## config.mk

```make
export PLATFORM = sky130hd
export DESIGN_NAME = issue_scoreboard_ctrl
export DESIGN_NICKNAME = d
export VERILOG_FILES = /design/src/rtl/issue_scoreboard_ctrl.sv
export SDC_FILE = /design/constraint.sdc
export NUM_CORES = 1
export LEC_CHECK = 0
export ABC_CLOCK_PERIOD_IN_PS = 8400
export BUFFER_PORTS_ARGS = -buffer_cell sky130_fd_sc_hd__buf_2
export CAP_MARGIN = 15
export CORE_MARGIN = 2
export CORE_UTILIZATION = 66
export CTS_BUF_LIST = sky130_fd_sc_hd__clkbuf_2 sky130_fd_sc_hd__clkbuf_4 sky130_fd_sc_hd__clkbuf_8
export CTS_CLUSTER_SIZE = 14
export DETAILED_ROUTE_END_ITERATION = 10
export PLACE_DENSITY = 0.85
export SYNTH_ARGS = -nofsm -noshare
export SYNTH_HDL_FRONTEND = slang
export SYNTH_SLANG_ARGS = --single-unit
```

## constraint.sdc

```tcl
create_clock -name clk -period 8.4 [get_ports clk]
set_input_delay 1.68 -clock clk [delete_from_list [all_inputs] [get_ports clk]]
set_output_delay 1.68 -clock clk [all_outputs]
set_load 0.02 [all_outputs]
```

## src/rtl/issue_scoreboard_ctrl.sv

```systemverilog
// In-order issue controller: per-register pending-write scoreboard, RAW/WAW stall, CSR serialisation.
// Optional WB_BYPASS_EN: hazard checks see this cycle's writebacks applied.
package riscv;
  typedef struct packed {
    logic [4:0] rs1;
    logic [4:0] rs2;
    logic [4:0] rd;
    logic       rs1_v;
    logic       rs2_v;
    logic       rd_v;
    logic       is_csr;
  } instr_dec_t;
endpackage

module issue_scoreboard_ctrl #(
  parameter int unsigned NB_WB_PORTS  = 2,
  parameter int unsigned MAX_INFLIGHT = 3
) (
  input  logic                     clk,
  input  logic                     reset_n,
  input  logic                     dec_valid_i,
  input  riscv::instr_dec_t        dec_instr_i,
  output logic                     dec_ready_o,
  output logic                     iss_valid_o,
  input  logic                     iss_ready_i,
  input  logic [NB_WB_PORTS-1:0]   wb_valid_i,
  input  logic [5*NB_WB_PORTS-1:0] wb_rd_i,
  input  logic                     csr_done_i,
  input  logic                     mem_idle_i,
  input  logic                     flush_i,
  output logic                     busy_o,
  output logic                     sb_err_o
);

  localparam int unsigned CW = $clog2(MAX_INFLIGHT + 1);

  typedef enum logic [1:0] {StRun, StDrain, StCsrBusy} state_e;

  state_e        state_q;
  logic [CW-1:0] cnt_q   [32];
  logic [CW-1:0] cnt_d   [32];
  logic [CW-1:0] cnt_chk [32];
  logic [7:0]    wb_dec  [32];
  logic [31:0]   uflow;
  logic          sb_err_q;
  logic          busy;
  logic          raw, waw, hazard, fsm_block, stall, fire;
  logic [7:0]    cnt_ext;

  // Writeback decrements per register; x0 is never tracked.
  always_comb begin
    cnt_ext = '0;
    for (int r = 0; r < 32; r++) begin
      wb_dec[r] = '0;
      for (int k = 0; k < int'(NB_WB_PORTS); k++) begin
        if (wb_valid_i[k] && wb_rd_i[5*k +: 5] == 5'(r) && r != 0) begin
          wb_dec[r] = wb_dec[r] + 8'd1;
        end
      end
      cnt_ext = 8'(cnt_q[r]);
`ifdef WB_BYPASS_EN
      cnt_chk[r] = (cnt_ext >= wb_dec[r]) ? CW'(cnt_ext - wb_dec[r]) : '0;
`else
      cnt_chk[r] = cnt_q[r];
`endif
    end
  end

  always_comb begin
    busy = 1'b0;
    for (int r = 0; r < 32; r++) begin
      busy = busy | (cnt_q[r] != '0);
    end
  end

  always_comb begin
    raw = (dec_instr_i.rs1_v && dec_instr_i.rs1 != 5'd0 && cnt_chk[dec_instr_i.rs1] != '0) ||
          (dec_instr_i.rs2_v && dec_instr_i.rs2 != 5'd0 && cnt_chk[dec_instr_i.rs2] != '0);
    waw = dec_instr_i.rd_v && dec_instr_i.rd != 5'd0 &&
          cnt_chk[dec_instr_i.rd] == CW'(MAX_INFLIGHT);
    hazard = raw | waw;
  end

  always_comb begin
    unique case (state_q)
      StRun:     fsm_block = dec_valid_i & dec_instr_i.is_csr & (busy | ~mem_idle_i);
      StDrain:   fsm_block = busy | ~mem_idle_i;
      StCsrBusy: fsm_block = 1'b1;
      default:   fsm_block = 1'b1;
    endcase
  end

  // Reset is folded into stall so nothing handshakes while reset is held.
  assign stall       = hazard | fsm_block | flush_i | ~reset_n;
  assign iss_valid_o = dec_valid_i & ~stall;
  assign dec_ready_o = iss_ready_i & ~stall;
  assign fire        = dec_valid_i & dec_ready_o;
  assign busy_o      = busy;
  assign sb_err_o    = sb_err_q;

  // Net issue/writeback update; underflow saturates at zero and is reported.
  always_comb begin
    logic [7:0] sum;
    sum   = '0;
    uflow = '0;
    for (int r = 0; r < 32; r++) begin
      sum = 8'(cnt_q[r]);
      if (fire && dec_instr_i.rd_v && dec_instr_i.rd == 5'(r) && r != 0) begin
        sum = sum + 8'd1;
      end
      if (sum < wb_dec[r]) begin
        cnt_d[r] = '0;
        uflow[r] = 1'b1;
      end else begin
        cnt_d[r] = CW'(sum - wb_dec[r]);
      end
    end
  end

  always_ff @(posedge clk or negedge reset_n) begin
    if (!reset_n) begin
      state_q  <= StRun;
      sb_err_q <= 1'b0;
      for (int r = 0; r < 32; r++) cnt_q[r] <= '0;
    end else if (flush_i) begin
      state_q <= StRun;
      for (int r = 0; r < 32; r++) cnt_q[r] <= '0;
    end else begin
      for (int r = 0; r < 32; r++) cnt_q[r] <= cnt_d[r];
      if (uflow != '0) sb_err_q <= 1'b1;
      unique case (state_q)
        StRun: begin
          if (fire && dec_instr_i.is_csr) state_q <= StCsrBusy;
          else if (fsm_block)             state_q <= StDrain;
        end
        StDrain: begin
          if (fire) state_q <= StCsrBusy;
        end
        StCsrBusy: begin
          if (csr_done_i) state_q <= StRun;
        end
        default: state_q <= StRun;
      endcase
    end
  end

endmodule
```

==> results.md, run 1 <==
- Status: finished, final reports clean
- Final Util: around 71%
- Layout cells sized above 1: 11.3%
- Max incr delay on CP: 0.91 ns
- Clock transition at path regs: about 0.090 ns
- Worst setup SP type: input port
- Final worst clock skew: 0.0153 ns
- Syn avg cell area: 8.09 sq um
- Post-synth EDFFs: 0
- RSZ-0062 raised after global routing: false
- Reg2Reg Setup Slack: 2.29 ns
- CP Max Fanout: 32
- Ranking of synthesized cells by area: ha_1 (23%), dfrtp_1 (19%), nor2_1 (6.9%), inv_1 (5.4%), xnor2_1 (3.5%)
- Die Height: roughly 120 microns
- Sequential area share after synthesis: between 10% and 20%
- DP Cell Count: between 1000 and 1500
- Synth warn: 0
- # diodes: 0
- Nets: about 1300
- First-pass GRT wire length: 45300 microns
- Hold Vio Cnt, Final: 0
- Hold crit path type: register to register
- Post-CTS sizing: 0
- Switching power: 301 uW
- Distinct cells, synth: 70
- Critical-path cell list: buf_2 -> nor2b_1 -> a221oi_1 -> or3_1 -> a311o_1 -> o211ai_1 -> buf_4 -> or2_1 -> nor2_2 -> nand2_1 -> o21ai_0 -> ha_1 -> a21o_1 -> a21oi_1 -> nor4_1 -> and4_1 -> o2111ai_1 -> nor4_2 -> a21oi_1
- Clk buf depth: 2
- Setup CP Type: input port to register
- Number of CTS-inserted buffers: 9
- Yosys top cell area share: between 20% and 30%
- Clk pwr share: 34.2%
- Largest net degree at the start of global routing: 66
- Logic pwr share: about a quarter
- M3 GR Usage: 12.9%
- Hold Path Origin: state_q[1]
- Remaining Overflow, GRT: 0
- Power Density: 90.3 nW/um^2
- Full die area: 14000 sq um
- Postcts setup bufs: 0
- Rows: slightly above 40
- Max-slew violation count: 0
- DR WL/cell: 23.1 microns
- # setup viols final: 0
- Worst Path Arrival: 6.58 ns
- Reg2reg end: sb_err_o
- Crit end category: register
- Yosys top cell by area: ha_1
- Sw frac: 36.8%
- Layout Cells excl Fill: 1259
- Dpl hpwl: 22300 microns
- Tcrit/Tclk final: 75.1%
- Synthesis-stage register bit count: 65
- Max_cap viols: 0
- Required time worst endpoint: roughly 8.7 ns
- Mapped Nets: ~1300
- Clock root cell: clkbuf_8
- CTS sink count: 65
- Cell with the most instances after synthesis: nor2_1
- Die width: 118 microns
- Period minus WS final: 6.31 ns
- Core area: around 13000 sq um
- Post-DR vias/cell: 6.70
- CP max-delay cell: or2_1
- Main synth FF type: dfrtp_1
- Vias in the first global route: 7992
- CP delay by family, top: simple AND/OR/NAND/NOR gates
- Hold Path Sink: state_q[0]
- Ys async rst share: 100%
- IO Count: 42
- FF-to-FF path depth: 19
- Worst-Margin Slew: 1.16 ns
- All-Layer GR Usage: 42.7%
- 1st-iter DRT viols: between 1000 and 1500
- Hold Buf Count CTS: 0
- Worst vdd ir: 0.0000709 V
- RD Place Congestion: 1.06
- Slew margin rel.: 22.5%
- Post-route DRC violation count: 0
- Grt peak-use layer: met2
- Hold depth: 1
- Global-route met1 utilization: 55.4%
- Setup TNS: 0 ns
- Area growth syn-to-layout: 5.37%
- H-tree depth: 3
- Bufs and invs on worst path: 2
- First drt pass iteration count: 7
- Synth Instances: 1063
- Internal: 517 uW
- Initial cell density of the core: 67.8%
- Leakage: 0.00392 uW
- Via Count: 8439
- Most frequent cells after synthesis: nor2_1 (157), ha_1 (155), inv_1 (124), dfrtp_1 (65), nand2_1 (61)
- Most frequent CP cell: a21oi_1
- Total wire length: 29100 microns
- CTS tree: yes
- Worst R2R Start: cnt_chk[24]
- Syn Std Cell Area: 8590 sq um
- Buffers on Ports: between 40 and 50
- Routed Antenna Nets: 0
- Fmax: between 0.15 and 0.2 GHz
- Worst skew pair latency: 0.39 ns
- Antenna violations before repair: 0
- GRT met2 Usage: 63.4%
- Share of power burned in registers: 40.5%
## power groups by stage
| stage | clock [uW] | sequential, uW | combinational, uW |
|---|---|---|---|
| 2_1_floorplan | 0 | 332 | 127 |
| 4_1_cts | 276 | 330 | 199 |
| 3_5_place_dp | 0 | 336 | 198 |
| 3_3_place_gp | 0 | 336 | 196 |
| 6_report | 279 | 331 | 207 |
| 5_1_grt | 290 | 331 | 220 |
## cell families after synthesis
group           share of synthesized area, %
compound gates                          14.1
xor+xnor                                5.81
fa+ha+maj                               22.6
buf+inv                                 7.79
flops                                   18.9
mux                                     4.18
simple gates                            26.6
## how the worst max path moves through the flow
stage / startpoint / endpoint / slack (ns) / cells after the start
global route: dec_instr_i[5] / sb_err_o / 1.78 / 19
floorplan: dec_instr_i[10] / sb_err_o / 2.89 / 20
CTS: dec_instr_i[5] / sb_err_o / 2.22 / 19
finish: dec_instr_i[5] / sb_err_o / 2.09 / 19
global placement: dec_instr_i[5] / sb_err_o / 1.97 / 19
detailed placement: dec_instr_i[5] / sb_err_o / 1.83 / 19
## per-layer routing
| layer | up-vias | wire, microns |
|---|---|---|
| li1 | 3777 | - |
| met5 | - | 0 |
| met1 | 3859 | 11000 |
| met3 | 157 | 4130 |
| met4 | 0 | 1680 |
| met2 | 646 | 12300 |
## flip-flops by register name, summed over array words and instances, names as in the netlist
register  cells
sb_err_o      1
cnt_chk      62
state_q       2
## final cells by class
cell class / instances / area [sq um]
fill: 1060 / 3610
timing repair buffer: 49 / 265
clock buffer: 13 / 173
inverter: 124 / 465
sequential: 65 / 1630
tap: 172 / 215
multi-input combinational: 834 / 6300
clock inverter: 2 / 12.5
## placed cells by master, fill, tap and decap left out, types with 5 or more instances in the layout
cell and count:
nor2_1 157, ha_1 155, inv_1 124, dfrtp_1 65, nand2_1 61, buf_2 41
nor3_1 37, o21ai_0 36, xnor2_1 34, a21oi_1 32, nor2b_1 23, xor2_1 23
nand3_1 22, nor4_1 16, nand4_1 14, a21o_1 14, nor3b_1 13, nor4b_1 12
clkbuf_8 12, a31oi_1 11, nand2b_1 11, nor3_4 11, and3_1 10, o31ai_1 10
o21ai_1 10, o2111ai_1 10, mux4_2 9, buf_4 8, mux2_2 7, nor3_2 7
or2_2 6, o211ai_1 6, o311ai_0 6, mux2_1 6, nor2_2 5
## metrics by stage
| step | instance area (sq um) | total power, uW | hold slack [ns] | setup slack [ns] |
|---|---|---|---|---|
| floorplan | 8590 | 458 | 0.433 | 2.89 |
| global placement | 8870 | 532 | 0.456 | 1.97 |
| global route | 9060 | 841 | 0.494 | 1.78 |
| detailed placement | 8870 | 534 | 0.457 | 1.83 |
| CTS | 9060 | 805 | 0.467 | 2.22 |
| finish | 9060 | 818 | 0.478 | 2.09 |
Note: power is estimated with default switching activity, not from simulation.
==> run 2, diff against run 1 <==
==> config.mk (replaced) <==
export PLATFORM = sky130hd
export DESIGN_NAME = issue_scoreboard_ctrl
export DESIGN_NICKNAME = d
export VERILOG_FILES = /design/src/rtl/issue_scoreboard_ctrl.sv
export SDC_FILE = /design/constraint.sdc
export NUM_CORES = 1
export LEC_CHECK = 0
export ABC_AREA = 1
export ABC_CLOCK_PERIOD_IN_PS = 6250
export BUFFER_PORTS_ARGS = -buffer_cell sky130_fd_sc_hd__buf_2
export CAP_MARGIN = 15
export CORE_MARGIN = 2
export CORE_UTILIZATION = 65
export CTS_BUF_LIST = sky130_fd_sc_hd__clkbuf_2 sky130_fd_sc_hd__clkbuf_4 sky130_fd_sc_hd__clkbuf_8
export CTS_CLUSTER_SIZE = 14
export DETAILED_ROUTE_END_ITERATION = 10
export PLACE_DENSITY = 0.84
export SYNTH_ARGS = -nofsm -noshare
export SYNTH_HDL_FRONTEND = slang
export SYNTH_SLANG_ARGS = --single-unit
==> constraint.sdc (replaced) <==
create_clock -name clk -period 6.25 [get_ports clk]
set_input_delay 1.25 -clock clk [delete_from_list [all_inputs] [get_ports clk]]
set_output_delay 1.25 -clock clk [all_outputs]
set_load 0.02 [all_outputs]
==> run 2 against run 1 <==
Compared with the run above: register-to-register slack lost 1.2 ns; global-route usage is 0.41 points lower; critical path type unchanged; via count grew 9.5%; non-clock buffer count decreased by 3; highest routed layer unchanged.
==> results.md, run 2 <==
- Area growth syn-to-layout: 5.21%
- Full die area: 14200 sq um (+2.0%)
- Nets: 1580 (+24%)
- RD Place Congestion: 1.04 (-1.9%)
- Reg2Reg Setup Slack: 1.14 ns (-1.15 ns)
- Vias in the first global route: 8450 (+5.7%)
- Core area: 13100 sq um (+3.3%)
- Yosys top cell area share: 22.5% (-0.11 points)
- Cell with the most instances after synthesis: nand2_1
- CTS tree: yes
- Final worst slack: 0.829 ns (-1.26 ns)
- GRT met2 Usage: 63.4% (about the same)
- 1st-iter DRT viols: 1140 (+11%)
- Mapped Nets: 1552 (+24%)
- Clk buf depth: 2 (unchanged)
- DR WL/cell: 18.7 microns (-19%)
- Most frequent cells after synthesis: nand2_1 (271), nor2_1 (270), inv_1 (232), ha_1 (155), nand3_1 (106)
- Layout cells sized above 1: 6.04% (-5.3 points)
- Remaining Overflow, GRT: 0 (unchanged)
- Hold Buf Count CTS: 0 (unchanged)
- Syn avg cell area: 6.36 sq um (-21%)
- Compound-Gate Fraction of Synth Area: 7.18% (-6.9 points)
- RSZ-0062 raised after global routing: false
- Synthesis-stage register bit count: 65 (unchanged)
- Clock transition at path regs: 0.07 ns (-0.02 ns)
- Setup CP Type: input port to register
- Power Density: 121 nW/um^2 (+35%)
- Worst-Margin Slew: 0.986 ns (-0.177 ns)
- Worst Path Arrival: 5.68 ns (-0.90 ns)
- Post-DR vias/cell: 5.90 (-12%)
- Ys async rst share: 100% (unchanged)
- Hold depth: 1 (unchanged)
- Max-slew violation count: 0 (unchanged)
- Post-CTS sizing: 0 (unchanged)
- Setup TNS: 0 ns (unchanged)
- IO Count: 42 (unchanged)
- Die width: 119 microns (+0.99%)
- Global-route met1 utilization: 55.1% (-0.26 points)
- Hold crit path type: register to register
- Commonest non-fill, non-tap cell in the layout: nand2_1
- Hold Path Sink: state_q[1]
- Rows: 42 (+2.4%)
- Fraction of the mapped netlist area in simple logic gates: 35.4% (+8.8 points)
- Synth warn: 0 (unchanged)
- Dpl hpwl: 23500 microns (+5.6%)
- CP Max Fanout: 37 (+16%)
- First-pass GRT wire length: 45600 microns (+0.72%)
- Most frequent CP cell: nand2_1
- FF-to-FF path depth: 28 (+9)
- M3 GR Usage: 12.1% (-0.77 points)
- Routed Antenna Nets: 0 (unchanged)
- Via Count: 9241 (+9.5%)
- Most frequent cells in the layout: nand2_1 (271), nor2_1 (270), inv_1 (232)
- XOR/XNOR Fraction of Synth Area: 3.14% (-2.7 points)
- Number of CTS-inserted buffers: 9 (unchanged)
- Adder-Cell Fraction of Synth Area: 22.5% (-0.11 points)
- Largest family of logic cells by synthesized area: simple AND/OR/NAND/NOR gates
- Initial cell density of the core: 66.0% (-1.8 points)
- Final worst clock skew: 0.00860 ns (-0.00667 ns)
- H-tree depth: 3 (unchanged)
- Max_cap viols: 0 (unchanged)
- Slew margin rel.: 34.2% (+12 points)
- Postcts setup bufs: 0 (unchanged)
- Reg2reg end: sb_err_o
- Synth Instances: 1359 (+28%)
- Worst vdd ir: 0.000118 V (+66%)
- Main synth FF type: dfrtp_1
- Clock root cell: clkbuf_8
- Total wire length: 29400 microns (+0.88%)
- Tcrit/Tclk final: 86.7%
- Post-route DRC violation count: 0 (unchanged)
- CP max-delay cell: inv_1
- Period minus WS final: 5.42 ns
- Max reg flops: 62 (unchanged)
- Grt peak-use layer: met2
- Distinct cells, synth: 38 (-46%)
- Largest net degree at the start of global routing: 46 (-30%)
- First drt pass iteration count: 6 (-1)
- Post-synth EDFFs: 0 (unchanged)
- Multiplexer share of the synthesized area: 0.652% (-3.5 points)
- Max incr delay on CP: 0.69 ns (-0.22 ns)
- Worst R2R Start: cnt_chk[8]
- Sequential area share after synthesis: 18.8% (-0.096 points)
- Hold Path Origin: state_q[1]
- Hold Vio Cnt, Final: 0 (unchanged)
- CTS sink count: 65 (unchanged)
- Fmax: 0.184 GHz
- Buffers on Ports: 41 (unchanged)
- Worst setup SP type: input port
- Worst skew pair latency: 0.37 ns (-0.02 ns)
- # diodes: 0 (unchanged)
- Antenna violations before repair: 1 (+1)
- Leakage: 0.00518 uW (+32%)
- Status: finished, final reports clean
- Required time worst endpoint: 6.51 ns (-2.15 ns)
- Yosys top cell by area: ha_1
- # setup viols final: 0 (unchanged)
- Syn Std Cell Area: 8640 sq um (+0.51%)
- Ranking of synthesized cells by area: ha_1 (22%), dfrtp_1 (19%), nand2_1 (12%), nor2_1 (12%), inv_1 (10%)
- Pre-CTS WS: 0.689 ns (-1.14 ns)
- Die Height: 119 microns (+0.99%)
- Crit end category: register
- Layout fillers: 1222 (+15%)
- All-Layer GR Usage: 42.3% (-0.41 points)
-- run 2: changes by cell type after synthesis, moves of 12 or more --
cell / previous run / this run
a211oi_1: 1 / 20
a21o_1: 14 / 0
inv_1: 124 / 232
nand2_1: 61 / 271
nand3_1: 22 / 106
nor2_1: 157 / 270
nor2b_1: 23 / 0
nor3b_1: 13 / 1
nor4b_1: 12 / 0
o21ai_0: 36 / 56
xnor2_1: 34 / 0
-- run 2: how the worst max path moves through the flow --
stage,startpoint,endpoint,depth (start not counted)
3_3_place_gp,dec_instr_i[4],sb_err_o,30
5_1_grt,dec_instr_i[4],sb_err_o,30
3_5_place_dp,dec_instr_i[4],sb_err_o,30
6_report,dec_instr_i[4],sb_err_o,30
4_1_cts,dec_instr_i[4],sb_err_o,30
2_1_floorplan,dec_instr_i[4],sb_err_o,29
-- run 2: per-layer routing --
layer  part of all wire [%]  routed length [microns]  vias to the layer above
met3                     13                     3910                      118
met1                     40                    11700                     4147
li1                       -                        -                     4370
met5                      0                        0                        -
met4                    5.6                     1660                        0
met2                     41                    12100                      606
-- run 2: power breakdown --
group,internal (uW),total (uW),switching [uW]
Sequential,436,456,20.0
Combinational,95.8,323,228
Clock,142,325,183
-- run 2: final cells by class --
| cell class | instances | area [sq um] | share of cell area [%] |
|---|---|---|---|
| sequential | 65 | 1630 | 17.9 |
| clock inverter | 4 | 22.5 | 0.248 |
| tap | 176 | 220 | 2.42 |
| multi-input combinational | 1025 | 5940 | 65.4 |
| timing repair buffer | 46 | 243 | 2.67 |
| inverter | 240 | 901 | 9.91 |
| clock buffer | 10 | 131 | 1.45 |
-- run 2: cells by family after synthesis --
logic type,count (synthesis)
flops,65
xor+xnor,31
fa+ha+maj,155
simple gates,724
buf+inv,269
mux,5
compound gates,110
-- run 2: critical path, delay by kind of cell --
kind / cells / cell delay [ns]
AO/OA/AOI/OAI: 1 / 0.06
adder cells (fa/ha/maj): 1 / 0.28
buffers and inverters: 3 / 1.26
AND/OR/NAND/NOR: 25 / 2.83
-- run 2: stage by stage --
stage | total power (uW) | util, % | std cells | instance area, sq um | hold slack, ns
after floorplan | 659 | - | 1359 | 8640 | 0.458
after global placement | 769 | 68.3 | 1552 | 8930 | 0.481
after detailed placement | 774 | 68.3 | 1552 | 8930 | 0.479
after CTS | 1090 | 69.5 | 1566 | 9090 | 0.503
after global routing | 1150 | 69.5 | 1566 | 9090 | 0.543
final | 1100 | 69.5 | 1566 | 9090 | 0.509
==> run 3, diff against run 2 <==
--- a/config.mk
+++ b/config.mk
@@ -5,7 +5,6 @@
 export SDC_FILE = /design/constraint.sdc
 export NUM_CORES = 1
 export LEC_CHECK = 0
-export ABC_AREA = 1
 export ABC_CLOCK_PERIOD_IN_PS = 6250
 export BUFFER_PORTS_ARGS = -buffer_cell sky130_fd_sc_hd__buf_2
 export CAP_MARGIN = 15
==> run 3 against run 2 <==
Compared with the run above: combinational power is 9.0% lower; sequential power is 2% lower; non-clock buffer count is 17 higher; critical path depth is 12 lower; sequential share of layout area is 0.20 points lower; clock power is 20% higher; clock-buffer cell count stayed put; first-iteration DRC count is 2.2% lower; hold slack worse by 0.030 ns; final cell count is 18% lower; critical path type is now register to register; largest power group unchanged.
==> results.md, run 3 (synthesis results as in run 1) <==
- Clk buf depth: 2 (unchanged)
- Antenna violations before repair: 0 (-1)
- Commonest non-fill, non-tap cell in the layout: nor2_1
- Met2 WL: 13100 microns (+8.2%)
- Required time worst endpoint: 6.52 ns (about the same)
- CP Max Fanout: 10 (-73%)
- CTS tree: yes
- All-Layer GR Usage: 44.5% (+2.2 points)
- Buffers on Ports: 41 (unchanged)
- Worst Path Arrival: 6.09 ns (+0.41 ns)
- Worst setup SP type: register
- Met3 wire len: 4010 microns (+2.4%)
- Tcrit/Tclk final: 93.1% (+6.4 points)
- Vias in the first global route: 8138 (-3.7%)
- Largest net degree at the start of global routing: 66 (+43%)
- Fmax: 0.172 GHz (-6.9%)
- Switching power: 415 uW (-3.6%)
- Max-slew violation count: 0 (unchanged)
- Core area: 13100 sq um (unchanged)
- Max_cap viols: 0 (unchanged)
- CP max-delay cell: nor4b_1
- CP delay by family, top: simple AND/OR/NAND/NOR gates
- Die width: 119 microns (-0.24%)
- # setup viols final: 0 (unchanged)
- Hold crit path type: register to register
- Post-DR vias/cell: 6.63 (+12%)
- First-pass GRT wire length: 47000 microns (+3.1%)
- Uppermost routed layer: met4
- Setup TNS: 0 ns (unchanged)
- Post-route DRC violation count: 0 (unchanged)
- Hold Buf Count CTS: 0 (unchanged)
- Area of the multi-input gates: 6300 sq um (+6.0%)
- Share of power burned in registers: 39.4% (-1.9 points)
- Remaining Overflow, GRT: 0 (unchanged)
- Area growth syn-to-layout: 6.94%
- Critical-path cell list: inv_1 -> ha_1 -> nand4_1 -> nor4_1 -> a31oi_1 -> nor4b_1 -> nand4b_2 -> or2_1 -> nor3_4 -> o21ai_0 -> ha_1 -> a21o_1 -> o22ai_1 -> a2111oi_0 -> and4_1 -> o2111ai_1 -> nor4_2 -> a21oi_1
- H-tree depth: 3 (unchanged)
- Clk pwr share: 34.6% (+5.1 points)
- Worst hold margin: 0.478 ns (-0.0303 ns)
- Leakage: 0.00400 uW (-23%)
- Via Count: 8471 (-8.3%)
- FF-to-FF path depth: 18 (-36%)
- Postcts setup bufs: 0 (unchanged)
- Sw frac: 36.8% (-2.2 points)
- DR WL/cell: 24.1 microns (+29%)
- Crit path to: sb_err_o
- Nets: 1290 (-18%)
- Worst vdd ir: 0.000131 V (+11%)
- Reg2Reg Setup Slack: 0.43 ns (-0.71 ns)
- Hold depth: 1 (unchanged)
- Metal1 wirelength: 11700 microns (+0.13%)
- Worst R2R Start: cnt_chk[27]
- Internal: 714 uW (+6.0%)
- Post-CTS sizing: 0 (unchanged)
- Setup CP Type: register to register
- Logic pwr share: 26.0% (-3.3 points)
- Power Density: 123 nW/um^2 (+1.1%)
- Total wire length: 30800 microns (+4.9%)
- Clock root cell: clkbuf_8
- Number of CTS-inserted buffers: 9 (unchanged)
- WP depth: 18 (-40%)
- Worst skew pair latency: 0.39 ns (+0.02 ns)
- First drt pass iteration count: 6 (unchanged)
- Period minus WS final: 5.82 ns (+0.400 ns)
- Crit end category: register
- Max reg flops: 62 (unchanged)
- RSZ-0062 raised after global routing: false
- Most frequent cells in the layout: nor2_1 (157), ha_1 (155), inv_1 (124)
- Status: finished, final reports clean
- Rows: 42 (unchanged)
- Die Height: 119 microns (-0.24%)
- Full die area: 14200 sq um (-0.49%)
- CP startpoint: cnt_chk[27]
- Max incr delay on CP: 0.68 ns (about the same)
- Bufs and invs on worst path: 1 (-2)
- # diodes: 0 (unchanged)
- Routed Antenna Nets: 0 (unchanged)
- Worst-Margin Slew: 0.912 ns (-0.0734 ns)
- Register Area: 1630 sq um (unchanged)
- 1st-iter DRT viols: 1115 (-2.2%)
- Layout fillers: 1120 (-8.3%)
- Reg2reg end: sb_err_o
- Clock transition at path regs: 0.08 ns (about the same)
- RD Place Congestion: 1.09 (+5.3%)
- Most frequent CP cell: ha_1
- Slew margin rel.: 38.2% (+4.0 points)
- CTS sink count: 65 (unchanged)
- Initial cell density of the core: 65.7% (-0.33 points)
- Dpl hpwl: 23900 microns (+1.8%)
- Hold Vio Cnt, Final: 0 (unchanged)
- Final worst clock skew: 0.0174 ns (+0.00875 ns)
- Layout cells sized above 1: 12.5% (+6.5 points)
- IO Count: 42 (unchanged)
## run 3: changes by cell type in the layout (fill, tap and decap cells not counted), sizes merged, moves of 12 or more
cell,before,now
nor3,37,55
nor4,6,18
xnor2,0,34
a21o,0,14
o21ai,59,46
nor2,274,163
nand3,107,22
buf,46,63
inv,238,126
nor4b,0,12
nor3b,1,13
nor2b,0,23
a211oi,20,1
nand2,277,61
## run 3: worst reg2reg max path, stage by stage, from the launching register on
cell       delay, ns
dfrtp_1         0.51
inv_1           0.13
ha_1            0.19
nand4_1         0.13
nor4_1          0.67
a31oi_1         0.23
nor4b_1         0.68
nand4b_2        0.49
or2_1           0.65
nor3_4          0.32
o21ai_0         0.14
ha_1            0.34
a21o_1          0.19
o22ai_1         0.09
a2111oi_0       0.26
and4_1          0.23
o2111ai_1       0.13
nor4_2          0.22
a21oi_1         0.10
## run 3: cell type report
type                    count  area share (%)
clock inverters             6           0.721
inverters                 124            5.06
clock buffers              10            1.43
well taps                 176            2.40
repair buffers             63            4.17
multi-input cells         834            68.5
flip-flops and latches     65            17.7
## run 3: how the worst min path moves through the flow
stage,start,to,slack [ns]
finish,state_q[1],state_q[0],0.48
global route,state_q[1],state_q[0],0.50
CTS,state_q[1],state_q[0],0.47
detailed placement,state_q[1],state_q[0],0.45
global placement,state_q[1],state_q[0],0.45
floorplan,state_q[1],state_q[0],0.43
## run 3: layer usage
metal | global-route usage (%) | up-vias
li1 | - | 3788
met1 | 57.7 | 3966
met2 | 65.7 | 576
met3 | 12.7 | 141
met4 | 26.7 | 0
met5 | 0 | -
## run 3: per-stage QoR
step	worst slack (ns)	utilization, %	cells	power, uW	instance area, sq um
3_5_place_dp	0.431	68.7	1262	733	8990
4_1_cts	0.617	70.2	1278	1120	9190
3_3_place_gp	0.458	68.7	1262	731	8990
6_report	0.428	70.2	1278	1130	9190
2_1_floorplan	1.17	-	1063	616	8590
5_1_grt	0.153	70.2	1278	1170	9190
## run 3: power by group through the flow
stage | Sequential (uW) | Combinational [uW] | Clock, uW
floorplan | 446 | 170 | 0
global placement | 452 | 279 | 0
detailed placement | 452 | 281 | 0
CTS | 444 | 282 | 395
global route | 445 | 311 | 415
finish | 445 | 294 | 390
